**config.mk**
```make
export PLATFORM = sky130hd
export DESIGN_NAME = rocc_cmd_ctrl_flat
export DESIGN_NICKNAME = d
export VERILOG_FILES = /design/src/rtl/rocc_cmd_ctrl_if.sv /design/src/rtl/rocc_cmd_ctrl.sv /design/src/flat_wrapper.sv
export SDC_FILE = /design/constraint.sdc
export NUM_CORES = 1
export LEC_CHECK = 0
export BUFFER_PORTS_ARGS = -buffer_cell sky130_fd_sc_hd__buf_2
export CAP_MARGIN = 25
export CORE_MARGIN = 5
export CORE_UTILIZATION = 30
export CTS_CLUSTER_DIAMETER = 50
export CTS_CLUSTER_SIZE = 24
export DETAILED_ROUTE_END_ITERATION = 10
export HOLD_SLACK_MARGIN = 0.08
export PLACE_DENSITY = 0.61
export SYNTH_ARGS = -nofsm -noshare
export SYNTH_HDL_FRONTEND = slang
export SYNTH_SLANG_ARGS = --single-unit
```
**constraint.sdc**
```tcl
create_clock -name clk_i -period 3.68 [get_ports clk_i]
set_clock_uncertainty 0.05 [all_clocks]
set_input_delay 0.184 -clock clk_i [delete_from_list [all_inputs] [get_ports clk_i]]
set_output_delay 0.184 -clock clk_i [all_outputs]
set_load 0.005 [all_outputs]
```
**src/rtl/rocc_cmd_ctrl_if.sv**
```systemverilog
// Bundle of RoCC issue, accelerator command/response and scoreboard writeback signals.
// Directions in signal names are from the controller's point of view (slave modport).
interface rocc_cmd_ctrl_if #(
    parameter int TRANS_ID_BITS = 3
);
    logic                     rocc_valid_i;
    logic                     rocc_ready_o;
    logic [31:0]              rocc_instr_i;
    logic [63:0]              rs1_i;
    logic [63:0]              rs2_i;
    logic [TRANS_ID_BITS-1:0] trans_id_i;

    logic                     cmd_valid_o;
    logic                     cmd_ready_i;
    logic [31:0]              cmd_instr_o;
    logic [63:0]              cmd_rs1_o;
    logic [63:0]              cmd_rs2_o;

    logic                     resp_valid_i;
    logic                     resp_ready_o;
    logic [63:0]              resp_data_i;

    logic                     wb_valid_o;
    logic [TRANS_ID_BITS-1:0] wb_trans_id_o;
    logic [63:0]              wb_data_o;

    modport slave (
        input  rocc_valid_i, rocc_instr_i, rs1_i, rs2_i, trans_id_i,
        input  cmd_ready_i, resp_valid_i, resp_data_i,
        output rocc_ready_o, cmd_valid_o, cmd_instr_o, cmd_rs1_o, cmd_rs2_o,
        output resp_ready_o, wb_valid_o, wb_trans_id_o, wb_data_o
    );

    modport master (
        output rocc_valid_i, rocc_instr_i, rs1_i, rs2_i, trans_id_i,
        output cmd_ready_i, resp_valid_i, resp_data_i,
        input  rocc_ready_o, cmd_valid_o, cmd_instr_o, cmd_rs1_o, cmd_rs2_o,
        input  resp_ready_o, wb_valid_o, wb_trans_id_o, wb_data_o
    );
endinterface

```
**src/rtl/rocc_cmd_ctrl.sv**
```systemverilog
// RoCC command sequencer: one-entry command register, outstanding trans_id FIFO
// and a single writeback port back to the scoreboard.
module rocc_cmd_ctrl #(
    parameter int NR_OUTSTANDING = 4,
    parameter int TRANS_ID_BITS  = 3
) (
    input  logic                clk_i,
    input  logic                rst_ni,
    input  logic                flush_i,
    output logic                busy_o,
    rocc_cmd_ctrl_if.slave      bus
);
    localparam int PTR_W = $clog2(NR_OUTSTANDING);
    localparam int CNT_W = PTR_W + 1;

    typedef enum logic {IDLE, SEND} state_t;

    state_t                   r_state;
    logic                     r_cmd_valid;
    logic [31:0]              r_instr;
    logic [63:0]              r_rs1;
    logic [63:0]              r_rs2;
    logic [TRANS_ID_BITS-1:0] r_tid;
    logic                     r_xd;

    logic [TRANS_ID_BITS-1:0] r_fifo_id [NR_OUTSTANDING];
    logic [NR_OUTSTANDING-1:0] r_fifo_kill;
    logic [PTR_W-1:0]         r_wr_ptr;
    logic [PTR_W-1:0]         r_rd_ptr;
    logic [CNT_W-1:0]         r_count;

    logic                     r_pend;
    logic [TRANS_ID_BITS-1:0] r_pend_id;

    logic                     r_wb_valid;
    logic [TRANS_ID_BITS-1:0] r_wb_id;
    logic [63:0]              r_wb_data;

    logic w_fifo_empty, w_ready, w_accept, w_sent, w_push, w_pop;
    logic w_head_kill, w_wb_resp, w_wb_pend;
    logic [TRANS_ID_BITS-1:0] w_head_id;

    always_comb begin
        w_fifo_empty = (r_count == '0);
        w_ready      = (r_state == IDLE) &&
                       ((r_count + CNT_W'(r_pend)) < CNT_W'(NR_OUTSTANDING)) && !flush_i;
        w_accept     = bus.rocc_valid_i && w_ready;
        w_sent       = r_cmd_valid && bus.cmd_ready_i;
        w_push       = w_sent && r_xd;
        w_pop        = bus.resp_valid_i && !w_fifo_empty;
        w_head_id    = r_fifo_id[r_rd_ptr];
        w_head_kill  = r_fifo_kill[r_rd_ptr];
        // Response writebacks win the port; the no-xd slot waits for a free cycle.
        w_wb_resp    = w_pop && !w_head_kill && !flush_i;
        w_wb_pend    = r_pend && !w_wb_resp && !flush_i;
    end

    always_ff @(posedge clk_i or negedge rst_ni) begin
        if (!rst_ni) begin
            r_state     <= IDLE;
            r_cmd_valid <= 1'b0;
            r_instr     <= '0;
            r_rs1       <= '0;
            r_rs2       <= '0;
            r_tid       <= '0;
            r_xd        <= 1'b0;
            r_pend      <= 1'b0;
            r_pend_id   <= '0;
            r_wb_valid  <= 1'b0;
            r_wb_id     <= '0;
            r_wb_data   <= '0;
        end else begin
            r_wb_valid <= 1'b0;
            if (w_wb_resp) begin
                r_wb_valid <= 1'b1;
                r_wb_id    <= w_head_id;
                r_wb_data  <= bus.resp_data_i;
            end else if (w_wb_pend) begin
                r_wb_valid <= 1'b1;
                r_wb_id    <= r_pend_id;
                r_wb_data  <= '0;
            end

            if (flush_i || w_wb_pend) r_pend <= 1'b0;
            if (w_sent && !r_xd && !flush_i) begin
                r_pend    <= 1'b1;
                r_pend_id <= r_tid;
            end

            case (r_state)
                IDLE: if (w_accept) begin
                    r_state     <= SEND;
                    r_cmd_valid <= 1'b1;
                    r_instr     <= bus.rocc_instr_i;
                    r_rs1       <= bus.rs1_i;
                    r_rs2       <= bus.rs2_i;
                    r_tid       <= bus.trans_id_i;
                    r_xd        <= bus.rocc_instr_i[14];
                end
                SEND: if (w_sent || flush_i) begin
                    r_state     <= IDLE;
                    r_cmd_valid <= 1'b0;
                end
            endcase
        end
    end

    always_ff @(posedge clk_i or negedge rst_ni) begin
        if (!rst_ni) begin
            r_fifo_id   <= '{default: '0};
            r_fifo_kill <= '0;
            r_wr_ptr    <= '0;
            r_rd_ptr    <= '0;
            r_count     <= '0;
        end else begin
            // A push in the flush cycle lands after the bulk kill, so it is written killed too.
            if (flush_i) r_fifo_kill <= '1;
            if (w_push) begin
                r_fifo_id[r_wr_ptr]   <= r_tid;
                r_fifo_kill[r_wr_ptr] <= flush_i;
                r_wr_ptr              <= r_wr_ptr + 1'b1;
            end
            if (w_pop) r_rd_ptr <= r_rd_ptr + 1'b1;
            case ({w_push, w_pop})
                2'b10:   r_count <= r_count + 1'b1;
                2'b01:   r_count <= r_count - 1'b1;
                default: r_count <= r_count;
            endcase
        end
    end

    assign bus.rocc_ready_o  = w_ready;
    assign bus.cmd_valid_o   = r_cmd_valid;
    assign bus.cmd_instr_o   = r_instr;
    assign bus.cmd_rs1_o     = r_rs1;
    assign bus.cmd_rs2_o     = r_rs2;
    assign bus.resp_ready_o  = !w_fifo_empty;
    assign bus.wb_valid_o    = r_wb_valid;
    assign bus.wb_trans_id_o = r_wb_id;
    assign bus.wb_data_o     = r_wb_data;
    assign busy_o            = (r_state == SEND) || !w_fifo_empty || r_pend;
endmodule

```
**src/flat_wrapper.sv**
```systemverilog
// flat-port wrapper written by rule: the top's interface ports become plain ports
module rocc_cmd_ctrl_flat 
#(
    parameter int NR_OUTSTANDING = 4,
    parameter int TRANS_ID_BITS  = 3
)
  (clk_i, rst_ni, flush_i, busy_o, bus_rocc_valid_i, bus_rocc_instr_i, bus_rs1_i, bus_rs2_i, bus_trans_id_i, bus_cmd_ready_i, bus_resp_valid_i, bus_resp_data_i, bus_rocc_ready_o, bus_cmd_valid_o, bus_cmd_instr_o, bus_cmd_rs1_o, bus_cmd_rs2_o, bus_resp_ready_o, bus_wb_valid_o, bus_wb_trans_id_o, bus_wb_data_o);
  rocc_cmd_ctrl_if #(.TRANS_ID_BITS(TRANS_ID_BITS)) bus_i ();
  input  logic clk_i;
  input  logic rst_ni;
  input  logic flush_i;
  output logic busy_o;
  input wire logic [$bits(bus_i.rocc_valid_i)-1:0] bus_rocc_valid_i;
  input wire logic [$bits(bus_i.rocc_instr_i)-1:0] bus_rocc_instr_i;
  input wire logic [$bits(bus_i.rs1_i)-1:0] bus_rs1_i;
  input wire logic [$bits(bus_i.rs2_i)-1:0] bus_rs2_i;
  input wire logic [$bits(bus_i.trans_id_i)-1:0] bus_trans_id_i;
  input wire logic [$bits(bus_i.cmd_ready_i)-1:0] bus_cmd_ready_i;
  input wire logic [$bits(bus_i.resp_valid_i)-1:0] bus_resp_valid_i;
  input wire logic [$bits(bus_i.resp_data_i)-1:0] bus_resp_data_i;
  output wire logic [$bits(bus_i.rocc_ready_o)-1:0] bus_rocc_ready_o;
  output wire logic [$bits(bus_i.cmd_valid_o)-1:0] bus_cmd_valid_o;
  output wire logic [$bits(bus_i.cmd_instr_o)-1:0] bus_cmd_instr_o;
  output wire logic [$bits(bus_i.cmd_rs1_o)-1:0] bus_cmd_rs1_o;
  output wire logic [$bits(bus_i.cmd_rs2_o)-1:0] bus_cmd_rs2_o;
  output wire logic [$bits(bus_i.resp_ready_o)-1:0] bus_resp_ready_o;
  output wire logic [$bits(bus_i.wb_valid_o)-1:0] bus_wb_valid_o;
  output wire logic [$bits(bus_i.wb_trans_id_o)-1:0] bus_wb_trans_id_o;
  output wire logic [$bits(bus_i.wb_data_o)-1:0] bus_wb_data_o;
  assign bus_i.rocc_valid_i = bus_rocc_valid_i;
  assign bus_i.rocc_instr_i = bus_rocc_instr_i;
  assign bus_i.rs1_i = bus_rs1_i;
  assign bus_i.rs2_i = bus_rs2_i;
  assign bus_i.trans_id_i = bus_trans_id_i;
  assign bus_i.cmd_ready_i = bus_cmd_ready_i;
  assign bus_i.resp_valid_i = bus_resp_valid_i;
  assign bus_i.resp_data_i = bus_resp_data_i;
  assign bus_rocc_ready_o = bus_i.rocc_ready_o;
  assign bus_cmd_valid_o = bus_i.cmd_valid_o;
  assign bus_cmd_instr_o = bus_i.cmd_instr_o;
  assign bus_cmd_rs1_o = bus_i.cmd_rs1_o;
  assign bus_cmd_rs2_o = bus_i.cmd_rs2_o;
  assign bus_resp_ready_o = bus_i.resp_ready_o;
  assign bus_wb_valid_o = bus_i.wb_valid_o;
  assign bus_wb_trans_id_o = bus_i.wb_trans_id_o;
  assign bus_wb_data_o = bus_i.wb_data_o;
  rocc_cmd_ctrl #(.NR_OUTSTANDING(NR_OUTSTANDING), .TRANS_ID_BITS(TRANS_ID_BITS)) u_core (.clk_i(clk_i), .rst_ni(rst_ni), .flush_i(flush_i), .busy_o(busy_o), .bus(bus_i));
endmodule
```
After elaboration in Yosys (flattened, before gate mapping)
Index checks and enable logic that the tools add are counted.

Bits in registers: 261. Word-level logic and storage cells: 96. Output and inout bits: 232. Input bits: 233.

$lt $le $gt $ge: 7. Bitwise operators: 3. Reduce and logical (&&, ||, !) cells: 29. Multiplexer cells: 28. Equal/unequal tests: 4. Add/sub/neg operators: 5.

Operators with widths (number): 64-bit 2-to-1 mux (2); 3-bit 2-to-1 mux (5); 1-bit logical AND (14); 12-bit bitwise mux (1); 1-bit 2-to-1 mux (10); 4-bit 2-to-1 mux (2); 3-bit binary-select mux with 2-bit select (1); 3-bit demux with 2-bit select (1); 3-bit greater-or-equal comparator, second input constant (2); 2-bit by 3-bit < comparator with 1-bit output, second input constant (2); 2-bit NOT with 3-bit output (2); 3-bit one-hot mux with 2 select lines (1); 2-bit nonzero test (3); 1-bit logical NOT (5); 2-bit by 1-bit adder with 2-bit output, second input constant (2); 4-bit bitwise mux (1); 1-bit logical OR (4); 1-bit one-hot mux with 2 select lines (2); 2-bit AND reduction (2); 3-bit by 1-bit adder with 3-bit output (1); 3-bit by 1-bit adder with 3-bit output, second input constant (1); 3-bit logical NOT (1); 3-bit by 1-bit < comparator with 1-bit output, second input constant (1); 3-bit < comparator, second input constant (1); 9 further kinds (9).

Depth between registers and ports, before layout
Depth after elaboration: 11. Depth in mapped cells: 8. Depth with buffers taken out: 7.

Least setup slack after synthesis
OpenSTA, ideal clock, no wires.

Path type: register -> register. Start point: register u_core.r_count[0]. End point: register u_core.r_count[2]. Required time: 3.505 ns. Period minus slack after synthesis: 2.184 ns. Stages on the path, launching flop included: 8. Data arrival time: 2.009 ns. Path slack: 1.496 ns. Cells stage by stage: dfrtp_1 or3_1 and2_1 ha_1 fa_1 xnor2_1 nor2_1 xor2_1.

Cells in the longest elaborated chain, start to end: 5.

RTL lines: start: declaration (line rocc_cmd_ctrl.sv:30) `logic [CNT_W-1:0] r_count;`; start signal: assignment (line rocc_cmd_ctrl.sv:125) `2'b10: r_count <= r_count + 1'b1;`; start signal: assignment (line rocc_cmd_ctrl.sv:126) `2'b01: r_count <= r_count - 1'b1;`; start signal: assignment (line rocc_cmd_ctrl.sv:127) `default: r_count <= r_count;`; 3-bit logical NOT (*) (line rocc_cmd_ctrl.sv:44) `w_fifo_empty = (r_count == '0);`; 1-bit logical NOT (*); via bus_resp_ready_o (line flat_wrapper.sv:26) `output wire logic [$bits(bus_i.resp_ready_o)-1:0] bus_resp_ready_o;`; 1-bit logical AND (*) (line rocc_cmd_ctrl.sv:50) `w_pop = bus.resp_valid_i && !w_fifo_empty;`; via u_core.w_pop (line rocc_cmd_ctrl.sv:39) `logic w_fifo_empty, w_ready, w_accept, w_sent, w_push, w_pop;`; 2-bit by 1-bit == test with 1-bit output / 2-bit == test (equally long branches) (line rocc_cmd_ctrl.sv:124) `case ({w_push, w_pop})`; 3-bit one-hot mux with 2 select lines / 2-bit nonzero test (equally long branches).

The timed path passes the listed nets; every way through them passes the cells marked *. A chain may end at the register's enable or synchronous reset.

Worst setup path in the final report
Start point: register u_core.r_rd_ptr[0]. End point: register u_core.r_wb_data[52], in the netlist u_core.bus.wb_data_o[52].

Cells in the longest elaborated chain, start to end: 9.

RTL lines: start: declaration (line rocc_cmd_ctrl.sv:29) `logic [PTR_W-1:0] r_rd_ptr;`; start signal: assignment (line rocc_cmd_ctrl.sv:123) `if (w_pop) r_rd_ptr <= r_rd_ptr + 1'b1;`; 1-bit binary-select mux with 2-bit select (*) (line rocc_cmd_ctrl.sv:52) `w_head_kill = r_fifo_kill[r_rd_ptr];`; 1-bit 2-to-1 mux (not written as such) (*) (line rocc_cmd_ctrl.sv:52); 1-bit logical NOT (*) (line rocc_cmd_ctrl.sv:54) `w_wb_resp = w_pop && !w_head_kill && !flush_i;`; 1-bit logical AND (*) (2 in a row) (line rocc_cmd_ctrl.sv:54); 1-bit logical NOT (line rocc_cmd_ctrl.sv:55) `w_wb_pend = r_pend && !w_wb_resp && !flush_i;`; 1-bit logical AND (2 in a row) (line rocc_cmd_ctrl.sv:55); 2-bit nonzero test (no line); end signal: assignment (line rocc_cmd_ctrl.sv:77) `r_wb_data <= bus.resp_data_i;`; end: declaration (line rocc_cmd_ctrl.sv:37) `logic [63:0] r_wb_data;`.

Mark *: on every way between the ends. The rest lies on a longest branch, timed or not. The select of a mux whose other input is x is not followed.

==> results.yml <==
logic_synthesis:
  synth-seq-cells: 260
  yosysWarnings: 0
  synth.avg_cell_area_um2: 14.3
  synthCells: 725
  yosysSeqAreaShare_pct: 62.8
  synthFlopType: "dfrtp_1"
  syn_area_mm2: 0.0104
  synth_edf_count: 0
  syn_nets: 964
  synth_cell_types: 31
  synthArstFlopShare_pct: 100
power_and_ir_drop:
  p_leak_nw: 8.29
  vdd_drop_max_uv: 459
  power_mw: 12.2
  pwr_density_cell_mw_per_mm2: 732
cts:
  htree_levels: 1
  cts_root_buffer: "clkbuf_16"
  cts_tree: "built"
  cts.sinks: 260
  postCtsResizedCells: 0
  clockBufferDepth: 3
  clk_latency_ns: 0.56
  post_cts_buffers: 0
  path_clk_slew_ns: 0.07
  numCtsBuffers: 31
critical_path:
  crit_chain: "mux4_2 > and4bb_4 > buf_12 > mux2i_1"
  critPathCaptureType: "flop"
  slowest_delay_ns: 0.70
  crit_path_top_delay_cell: "and4bb_4"
  crit_path_start_kind: "flop"
  arrival_ns: 2.97
  required_ns: 4.10
  path_buf_inv: 1
  crit_type: "flop to flop"
  cp_max_fo: 46
  path_delay_family: "multiplexers"
sta:
  fin_crit_sh_pct: 69.1
  post-route-min-period_ns: 2.54
  final_hold_viol_count: 0
  drv_slew: 0
  maxSlewHeadroom_pct: 43.1
  fmax_ghz: 0.393
  rsz0062_at_grt: "false"
  setup-tns-final_ns: 0
  setup_viol_count_final: 0
  tightestPinTransition_ns: 0.853
global_routing:
  antenna_found_initial: 0
  grt_pass1_vias: 9315
  grt_overflow_total: 0
  grt_pass1_wl_mm: 50.8
  grt_usage_pct: 16.0
  grt_max_degree: 112
final_layout:
  syn2layout_area_growth_pct: 60.5
  filler_cell_count: 2926
  final_cells: 1909
  nets: 1668
  drive_gt1_share_pct: 49.7
  diodes: 0
route:
  via_per_inst: 4.30
  remaining_drc_errors: 0
  wirelength_mm: 31.7
  drt-initial-drc-count: 206
  ant_nets: 0
  wl_per_cell_um: 16.6
  drtPass1Iterations: 4
  vias: 8210
die:
  die_y_um: 196
  fp.dieW_um: 196
  dieArea_mm2: 0.0383
  start_util_pct: 30.2
  core_mm2: 0.0343
  core.rowCount: 68
  boundaryPins: 465
placement:
  io_buffers: 464
  dp_hpwl_mm: 21.1
  place_inst: 1617
  gp_congestion: 0.825
run:
  drv_cap: 0
status:
  status: "completed"
min_path:
  min_path_type: "primary input to async pin"
state kept, by name, summed over array words and instances, names as in the netlist:
register                  flops
u_core.bus.cmd_rs1_o         64
u_core.bus.cmd_rs2_o         64
u_core.bus.wb_data_o         64
u_core.bus.cmd_instr_o       32
u_core.r_fifo_id             12
u_core.r_fifo_kill            4
u_core.bus.wb_trans_id_o      3
u_core.r_count                3
u_core.r_pend_id              3
u_core.r_tid                  3
u_core.r_rd_ptr               2
u_core.r_wr_ptr               2
u_core.bus.cmd_valid_o        1
u_core.bus.wb_valid_o         1
u_core.r_pend                 1
u_core.r_state                1
cells in the mapped netlist (all sizes together) (2+ instances only):
| cell | count | area [um^2] |
|---|---|---|
| dfrtp | 260 | 6510 |
| mux2 | 185 | 2080 |
| nand2 | 70 | 263 |
| inv | 69 | 259 |
| mux2i | 64 | 641 |
| buf | 26 | 175 |
| clkbuf | 11 | 41.3 |
| a21o | 6 | 45.0 |
| ha | 5 | 62.6 |
| mux4 | 4 | 90.1 |
| xnor2 | 4 | 35.0 |
| nor2 | 2 | 7.51 |
| o21a | 2 | 15.0 |
| or3 | 2 | 12.5 |
| xor2 | 2 | 17.5 |
cell usage in the layout (no fill, tap or decap), types with 6 or more instances in the layout:
master | netlist | layout
inv_8 | 0 | 8
nand2_1 | 70 | 70
a21o_1 | 6 | 6
dfrtp_1 | 260 | 260
dlygate4sd3_1 | 0 | 234
buf_2 | 16 | 463
inv_1 | 69 | 69
clkbuf_16 | 0 | 31
mux2i_1 | 64 | 64
mux2_2 | 185 | 185
through the flow:
step | utilization [%] | area [um^2] | setup slack [ns] | hold WS (ns)
after floorplan | - | 10400 | 1.50 | -0.162
after global placement | 38.4 | 13200 | 1.18 | 0.279
after global routing | 48.5 | 16600 | 0.984 | 0.309
after CTS | 48.5 | 16600 | 1.12 | 0.254
after detailed placement | 38.5 | 13200 | 1.11 | 0.276
final | 48.5 | 16600 | 1.14 | 0.243
layout make-up:
type | instances | area (um^2) | share of cell area [%]
clock buffer | 32 | 779 | 4.69
clock inverter | 26 | 317 | 1.90
inverter | 69 | 259 | 1.56
multi-input combinational | 359 | 3380 | 20.3
sequential | 260 | 6510 | 39.1
tap | 455 | 569 | 3.42
timing repair buffer | 708 | 4810 | 28.9
what timing repair did:
item                       CTS  global route
setup endpoints to repair    0             0
hold buffers               234             0
hold endpoints to repair   343             0
logic make-up after synthesis:
logic type | after synthesis | share of synthesized area, %
multiplexers | 253 | 27.2
adder cells (fa/ha/maj) | 6 | 0.797
XOR/XNOR | 6 | 0.507
AND/OR/NAND/NOR | 81 | 3.21
buffers and inverters | 106 | 4.59
AO/OA/AOI/OAI | 13 | 0.906
flip-flops | 260 | 62.8
per-layer routing:
layer  GRT usage [%]  part of all wire, %  vias up  wire length, um
li1                -                    -     3836                -
met1            19.2                   39     3948            12300
met2            27.3                   48      360            15300
met5               0                    0        -                0
met4            5.64                  3.6        0             1130
met3            5.05                  9.3       66             2970
worst reg2reg max path, stage by stage, from the launching register on:
cell and delay (ns):
dfrtp_1 0.52, mux4_2 0.54, and4bb_4 0.70, buf_12 0.38, mux2i_1 0.27
power by group:
| group | total, mW | internal, mW | switching [mW] | leakage (nW) |
|---|---|---|---|---|
| registers | 5.05 | 4.26 | 0.795 | 3.21 |
| logic | 3.95 | 2.28 | 1.68 | 4.55 |
| clock network | 3.17 | 1.78 | 1.39 | 0.529 |
final timing paths:
check	slack (ns)	start	cells after the start	end
worst max-delay path	1.14	u_core.r_rd_ptr[0]$_DFFE_PN0P_	4	u_core.bus.wb_data_o[52]$_DFFE_PN0P_
worst min-delay path	0.24	rst_ni	2	u_core.bus.wb_data_o[34]$_DFFE_PN0P_
worst max register to register	1.14	u_core.r_rd_ptr[0]$_DFFE_PN0P_	4	u_core.bus.wb_data_o[52]$_DFFE_PN0P_
worst min register to register	0.44	u_core.r_fifo_kill[2]$_DFF_PN0_	1	u_core.r_fifo_kill[2]$_DFF_PN0_
max in group asynchronous	2.38	rst_ni	3	u_core.bus.cmd_rs2_o[49]$_DFFE_PN0P_
min in group clk_i	0.33	bus_rs2_i[55]	3	u_core.bus.cmd_rs2_o[55]$_DFFE_PN0P_
No activity file was read; power rests on OpenSTA's default activity.
